$ cat src/rtl/ram_scan_ctrl_if.sv
// Write-request handshake between a requester and ram_scan_ctrl.
// master = requester, slave = controller.
interface ram_scan_ctrl_if;
  logic       wr_req;
  logic [4:0] wr_addr;
  logic [3:0] wr_data;
  logic       wr_ack;

  modport master (
    output wr_req, wr_addr, wr_data,
    input  wr_ack
  );

  modport slave (
    input  wr_req, wr_addr, wr_data,
    output wr_ack
  );
endinterface

$ cat src/rtl/ram_scan_ctrl.sv
// Owns the 32x4 RAM pins; arbitrates user writes vs a tick-driven scanner.
// Optional write readback check: define RAM_WR_READBACK_EN (adds wr_err).
module ram_scan_ctrl #(
  parameter int RD_LAT = 2
) (
  input  logic            clk,
  input  logic            reset,
  input  logic            tick,
  ram_scan_ctrl_if.slave  wr,
`ifdef RAM_WR_READBACK_EN
  output logic            wr_err,
`endif
  output logic [4:0]      ram_address,
  output logic [3:0]      ram_data_in,
  output logic            ram_write_enable,
  input  logic [3:0]      ram_data_out,
  output logic [4:0]      disp_addr,
  output logic [3:0]      disp_data,
  output logic            disp_valid
);

`ifdef RAM_WR_READBACK_EN
  typedef enum logic [1:0] {
    SCAN, WRITE, WAIT, VERIFY
  } state_t;
`else
  typedef enum logic [1:0] {
    SCAN, WRITE, WAIT
  } state_t;
`endif

  state_t     state;
  logic [3:0] cnt;
  logic [4:0] scan_ptr;
  logic       tick_pend;

  // Sequencer: one FSM drives every RAM pin, the ack and the display regs.
  always_ff @(posedge clk) begin
    if (reset) begin
      state            <= WAIT;
      cnt              <= 4'(RD_LAT);
      scan_ptr         <= '0;
      tick_pend        <= 1'b0;
      wr.wr_ack        <= 1'b0;
      ram_address      <= '0;
      ram_data_in      <= '0;
      ram_write_enable <= 1'b0;
      disp_addr        <= '0;
      disp_data        <= '0;
      disp_valid       <= 1'b0;
`ifdef RAM_WR_READBACK_EN
      wr_err           <= 1'b0;
`endif
    end else begin
      unique case (state)
        SCAN: begin
          if (wr.wr_req) begin
            ram_address      <= wr.wr_addr;
            ram_data_in      <= wr.wr_data;
            ram_write_enable <= 1'b1;
`ifndef RAM_WR_READBACK_EN
            wr.wr_ack        <= 1'b1;
`endif
            if (tick) tick_pend <= 1'b1;
            state <= WRITE;
          end else if (tick || tick_pend) begin
            scan_ptr    <= scan_ptr + 5'd1;
            ram_address <= scan_ptr + 5'd1;
            tick_pend   <= 1'b0;
            cnt         <= 4'(RD_LAT);
            state       <= WAIT;
          end
        end
        WRITE: begin
          ram_write_enable <= 1'b0;
          if (tick) tick_pend <= 1'b1;
`ifdef RAM_WR_READBACK_EN
          // address/data regs still hold the written word for readback
          cnt   <= 4'(RD_LAT + 1);
          state <= VERIFY;
`else
          wr.wr_ack   <= 1'b0;
          ram_address <= scan_ptr;
          cnt         <= 4'(RD_LAT);
          state       <= WAIT;
`endif
        end
        WAIT: begin
          if (tick) tick_pend <= 1'b1;
          if (cnt == 4'd1) begin
            disp_addr  <= scan_ptr;
            disp_data  <= ram_data_out;
            disp_valid <= 1'b1;
            state      <= SCAN;
          end else begin
            cnt <= cnt - 4'd1;
          end
        end
`ifdef RAM_WR_READBACK_EN
        VERIFY: begin
          if (tick) tick_pend <= 1'b1;
          if (cnt == 4'd2) wr.wr_ack <= 1'b1;
          if (cnt == 4'd1) begin
            wr.wr_ack <= 1'b0;
            if (ram_data_out != ram_data_in) wr_err <= 1'b1;
            ram_address <= scan_ptr;
            cnt         <= 4'(RD_LAT);
            state       <= WAIT;
          end else begin
            cnt <= cnt - 4'd1;
          end
        end
`endif
        default: state <= SCAN;
      endcase
    end
  end

endmodule
$ cat src/flat_wrapper.sv
// flat-port wrapper written by rule: the top's interface ports become plain ports
module ram_scan_ctrl_flat 
#(
  parameter int RD_LAT = 2
)
  (clk, reset, tick, ram_address, ram_data_in, ram_write_enable, ram_data_out, disp_addr, disp_data, disp_valid, wr_wr_req, wr_wr_addr, wr_wr_data, wr_wr_ack);
  ram_scan_ctrl_if wr_i ();
  input  logic clk;
  input  logic reset;
  input  logic tick;
  output logic [4:0] ram_address;
  output logic [3:0] ram_data_in;
  output logic ram_write_enable;
  input  logic [3:0] ram_data_out;
  output logic [4:0] disp_addr;
  output logic [3:0] disp_data;
  output logic disp_valid;
  input wire logic [$bits(wr_i.wr_req)-1:0] wr_wr_req;
  input wire logic [$bits(wr_i.wr_addr)-1:0] wr_wr_addr;
  input wire logic [$bits(wr_i.wr_data)-1:0] wr_wr_data;
  output wire logic [$bits(wr_i.wr_ack)-1:0] wr_wr_ack;
  assign wr_i.wr_req = wr_wr_req;
  assign wr_i.wr_addr = wr_wr_addr;
  assign wr_i.wr_data = wr_wr_data;
  assign wr_wr_ack = wr_i.wr_ack;
  ram_scan_ctrl #(.RD_LAT(RD_LAT)) u_core (.clk(clk), .reset(reset), .tick(tick), .wr(wr_i), .ram_address(ram_address), .ram_data_in(ram_data_in), .ram_write_enable(ram_write_enable), .ram_data_out(ram_data_out), .disp_addr(disp_addr), .disp_data(disp_data), .disp_valid(disp_valid));
endmodule
$ cat config.mk
export PLATFORM = sky130hd
export DESIGN_NAME = ram_scan_ctrl_flat
export DESIGN_NICKNAME = d
export VERILOG_FILES = /design/src/rtl/ram_scan_ctrl_if.sv /design/src/rtl/ram_scan_ctrl.sv /design/src/flat_wrapper.sv
export SDC_FILE = /design/constraint.sdc
export NUM_CORES = 1
export LEC_CHECK = 0
export ABC_AREA = 0
export BUFFER_PORTS_ARGS = -buffer_cell sky130_fd_sc_hd__clkbuf_2
export CORE_MARGIN = 2
export CORE_UTILIZATION = 47
export DETAILED_ROUTE_END_ITERATION = 6
export GPL_TIMING_DRIVEN = 1
export PLACE_DENSITY = 0.74
export SLEW_MARGIN = 10
export SYNTH_ARGS = -nofsm -noshare
export SYNTH_HDL_FRONTEND = slang
export SYNTH_SLANG_ARGS = --single-unit
$ cat constraint.sdc
create_clock -name clk -period 1.5 [get_ports clk]
set_input_delay 0.225 -clock clk [delete_from_list [all_inputs] [get_ports clk]]
set_output_delay 0.225 -clock clk [all_outputs]
set_load 0.05 [all_outputs]
==> results.json <==
{
  "status": "finished, final reports clean",
  "grt_overflow_total": 0,
  "worstPathArrival_ns": 1.75,
  "path_clk_slew_ns": 0.11,
  "yosysWarningCount": 0,
  "hold_end": "u_core.disp_data[2]",
  "ys_ff_latch": 32,
  "htree_levels": 2,
  "cp_max_fo": 4,
  "rrSetupSlack_ns": 0.003,
  "numCtsBuffers": 5,
  "grt_antenna_before_repair": 0,
  "holdBufCountCts": 0,
  "power.density_nw_per_um2": 1390,
  "drive_gt1_share_pct": 37.2,
  "clk_latency_ns": 0.35,
  "endpoint_kind": "flip-flop",
  "cts_root_buf": "clkbuf_4",
  "postSynthAreaPerCell_um2": 8.47,
  "n_antenna_cell": 0,
  "setup_viol": 0,
  "syn_inst": 188,
  "routed_wl_mm": 3.70,
  "critPathRequiredTime_ns": 1.75,
  "synthMostInstantiatedCell": "dfxtp_1",
  "startpoint": "u_core.cnt[1]",
  "viasPerCell": 5.31,
  "coreArea_um2": 3280,
  "drc": 0,
  "critical_path_class": "flip-flop to flip-flop",
  "drt_iter0_drc": 100,
  "fin_util_pct": 62.9,
  "worstSetupStartpointType": "flip-flop",
  "syn_area_um2": 1590,
  "r2r_cells": 5,
  "nNetsFinal": 262,
  "wire_per_inst_um": 13.0,
  "synth_commonest_cells": "dfxtp_1 (32), nand2_1 (29), a21oi_1 (21), inv_1 (9)",
  "hp-class": "input port to flip-flop",
  "rsz0062_at_grt": "yes",
  "grtUsageTotal_pct": 19.7,
  "dieArea_um2": 3870,
  "gp_congestion": 0.803,
  "hold_depth": 3,
  "ioPinCount": 38,
  "cts_buffer_depth": 2,
  "leakagePower_nw": 0.876,
  "ant_nets": 0,
  "grt_pass1_wl_mm": 6.07,
  "yosysTopAreaCell": "dfxtp_1",
  "ys_types": 43,
  "drv_cap": 0,
  "yosys-top-cells-area": "dfxtp_1 (40%), nand2_1 (6.8%), a21oi_1 (6.6%), ha_1 (5.5%), o31ai_1 (3.3%)",
  "nFillCells": 312,
  "ir_drop_v": 0.000745,
  "worst_pin_slew_ns": 0.622,
  "timing.final.crit_share_pct": 99.8,
  "skew_ns": 0.0126,
  "first_global_vias": 1350,
  "yosys_most_used_dff": "dfxtp_1",
  "min-delay-start": "ram_data_out[2]",
  "synth.top_cell.area_share_pct": 40.3,
  "reg2reg_from": "u_core.cnt[1]",
  "drt_pass1_iterations": 4,
  "via_count": 1513,
  "hold_viol": 0,
  "period_minus_slack_ns": 1.50,
  "die_w_um": 62.2,
  "async_reset_ff_share_pct": 0,
  "dp_cells": 275,
  "io_buffer_count": 37,
  "max_freq_mhz": 668,
  "cts_tree": "done",
  "timing.rr.end": "u_core.state[1]",
  "slew_viol_final": 0,
  "synth_fp_nets": 212,
  "cts.sinks": 32,
  "area_delta_synth_final_pct": 29.8,
  "relSlewSlack_pct": 58.4,
  "synth-edff-count": 0,
  "num_rows": 21,
  "seq_area_frac_synth_pct": 40.3,
  "start_util_pct": 48.5,
  "dp.final_hpwl_mm": 2.53,
  "stdcell_count": 285,
  "die_h_um": 62.2,
  "grt_max_degree": 27
}
-- sequential cells by signal, indices dropped and copies added (netlist names) --
| register | flops |
|---|---|
| u_core.disp_data | 4 |
| u_core.scan_ptr | 5 |
| u_core.disp_valid | 1 |
| u_core.cnt | 4 |
| u_core.ram_data_in | 4 |
| u_core.state | 2 |
| u_core.ram_address | 5 |
| u_core.wr.wr_ack | 1 |
| u_core.disp_addr | 5 |
| u_core.tick_pend | 1 |
-- cell usage in the layout (no fill, tap or decap), types with 2 or more instances in the layout --
master / instances
clkbuf_2: 37
nand2_1: 29
dfxtp_1: 29
a21oi_1: 20
buf_4: 19
nand3_1: 7
inv_1: 6
o21ai_0: 6
nor2_1: 5
nor3_1: 5
clkbuf_4: 5
o31ai_1: 4
inv_2: 3
nor2b_1: 3
mux2i_1: 3
a22oi_1: 3
o31ai_2: 3
a31oi_1: 3
or4_1: 3
ha_1: 3
a32o_1: 2
nor2b_2: 2
o31a_1: 2
a221o_1: 2
nor4b_1: 2
or3_1: 2
ha_2: 2
ha_4: 2
clkinv_2: 2
dfxtp_4: 2
-- where the power goes --
| group | switching, W | internal [W] | leakage [nW] |
|---|---|---|---|
| registers | 0.000107 | 0.000994 | 0.260 |
| clock network | 0.000319 | 0.000179 | 0.0349 |
| logic | 0.000729 | 0.000536 | 0.581 |
| total | 0.00115 | 0.00171 | 0.876 |
-- critical path, cell delays in order (launching register included) --
cell      delay, ns
dfxtp_2        0.34
inv_2          0.06
ha_4           0.12
or3b_4         0.39
a2111o_1       0.37
o31a_1         0.11
-- repair_timing --
item / in CTS / in global routing
setup buffers: 1 / 1
setup endpoints to repair: 9 / 16
gates resized for setup: 4 / 18
pin swaps: 3 / 3
-- area by class of cell --
cell class                      count  area, um2  area share (%)
Timing Repair Buffer               57        339            16.4
Tap cell                           46       57.6            2.79
Sequential cell                    32        649            31.4
Clock buffer                        5       37.5            1.82
Inverter                            9       33.8            1.64
Clock inverter                      3       18.8           0.909
Multi-Input combinational cell    133        930            45.0
-- how the worst max path moves through the flow --
stage                            endpoint  slack (ns)  depth (start not counted)
after floorplan             u_core.cnt[3]       -0.01                          5
after global placement    u_core.state[0]        0.01                          5
after detailed placement  u_core.state[0]       -0.03                          5
after CTS                 u_core.state[1]       -0.03                          5
after global routing      u_core.state[1]       -0.06                          5
final                     u_core.state[1]       0.003                          5
-- metrics by stage --
step                TNS [ns]  setup slack (ns)  hold slack, ns  area (um2)  total power (W)
global placement           0           0.00975           0.442        1910          0.00220
finish                     0           0.00313          0.0840        2070          0.00286
floorplan            -0.0129           -0.0129           0.361        1600          0.00191
CTS                  -0.0745           -0.0291          0.0751        1990          0.00275
global route          -0.162           -0.0602          0.0762        2070          0.00303
detailed placement   -0.0472           -0.0267           0.446        1910          0.00222
-- logic make-up after synthesis --
logic type / after synthesis / synth area share (%)
multiplexers: 4 / 2.59
adder cells (fa/ha/maj): 7 / 5.50
buffers and inverters: 23 / 6.21
AND/OR/NAND/NOR: 66 / 21.6
AO/OA/AOI/OAI: 56 / 23.8
flip-flops: 32 / 40.3
-- layer usage --
metal | wire, um | track usage [%] | vias up
li1 | - | - | 780
met1 | 1800 | 26.7 | 684
met2 | 1620 | 28.9 | 43
met3 | 214 | 6.70 | 6
met4 | 62 | 7.50 | 0
met5 | 0 | 0 | -
No activity file was read; power rests on OpenSTA's default activity.
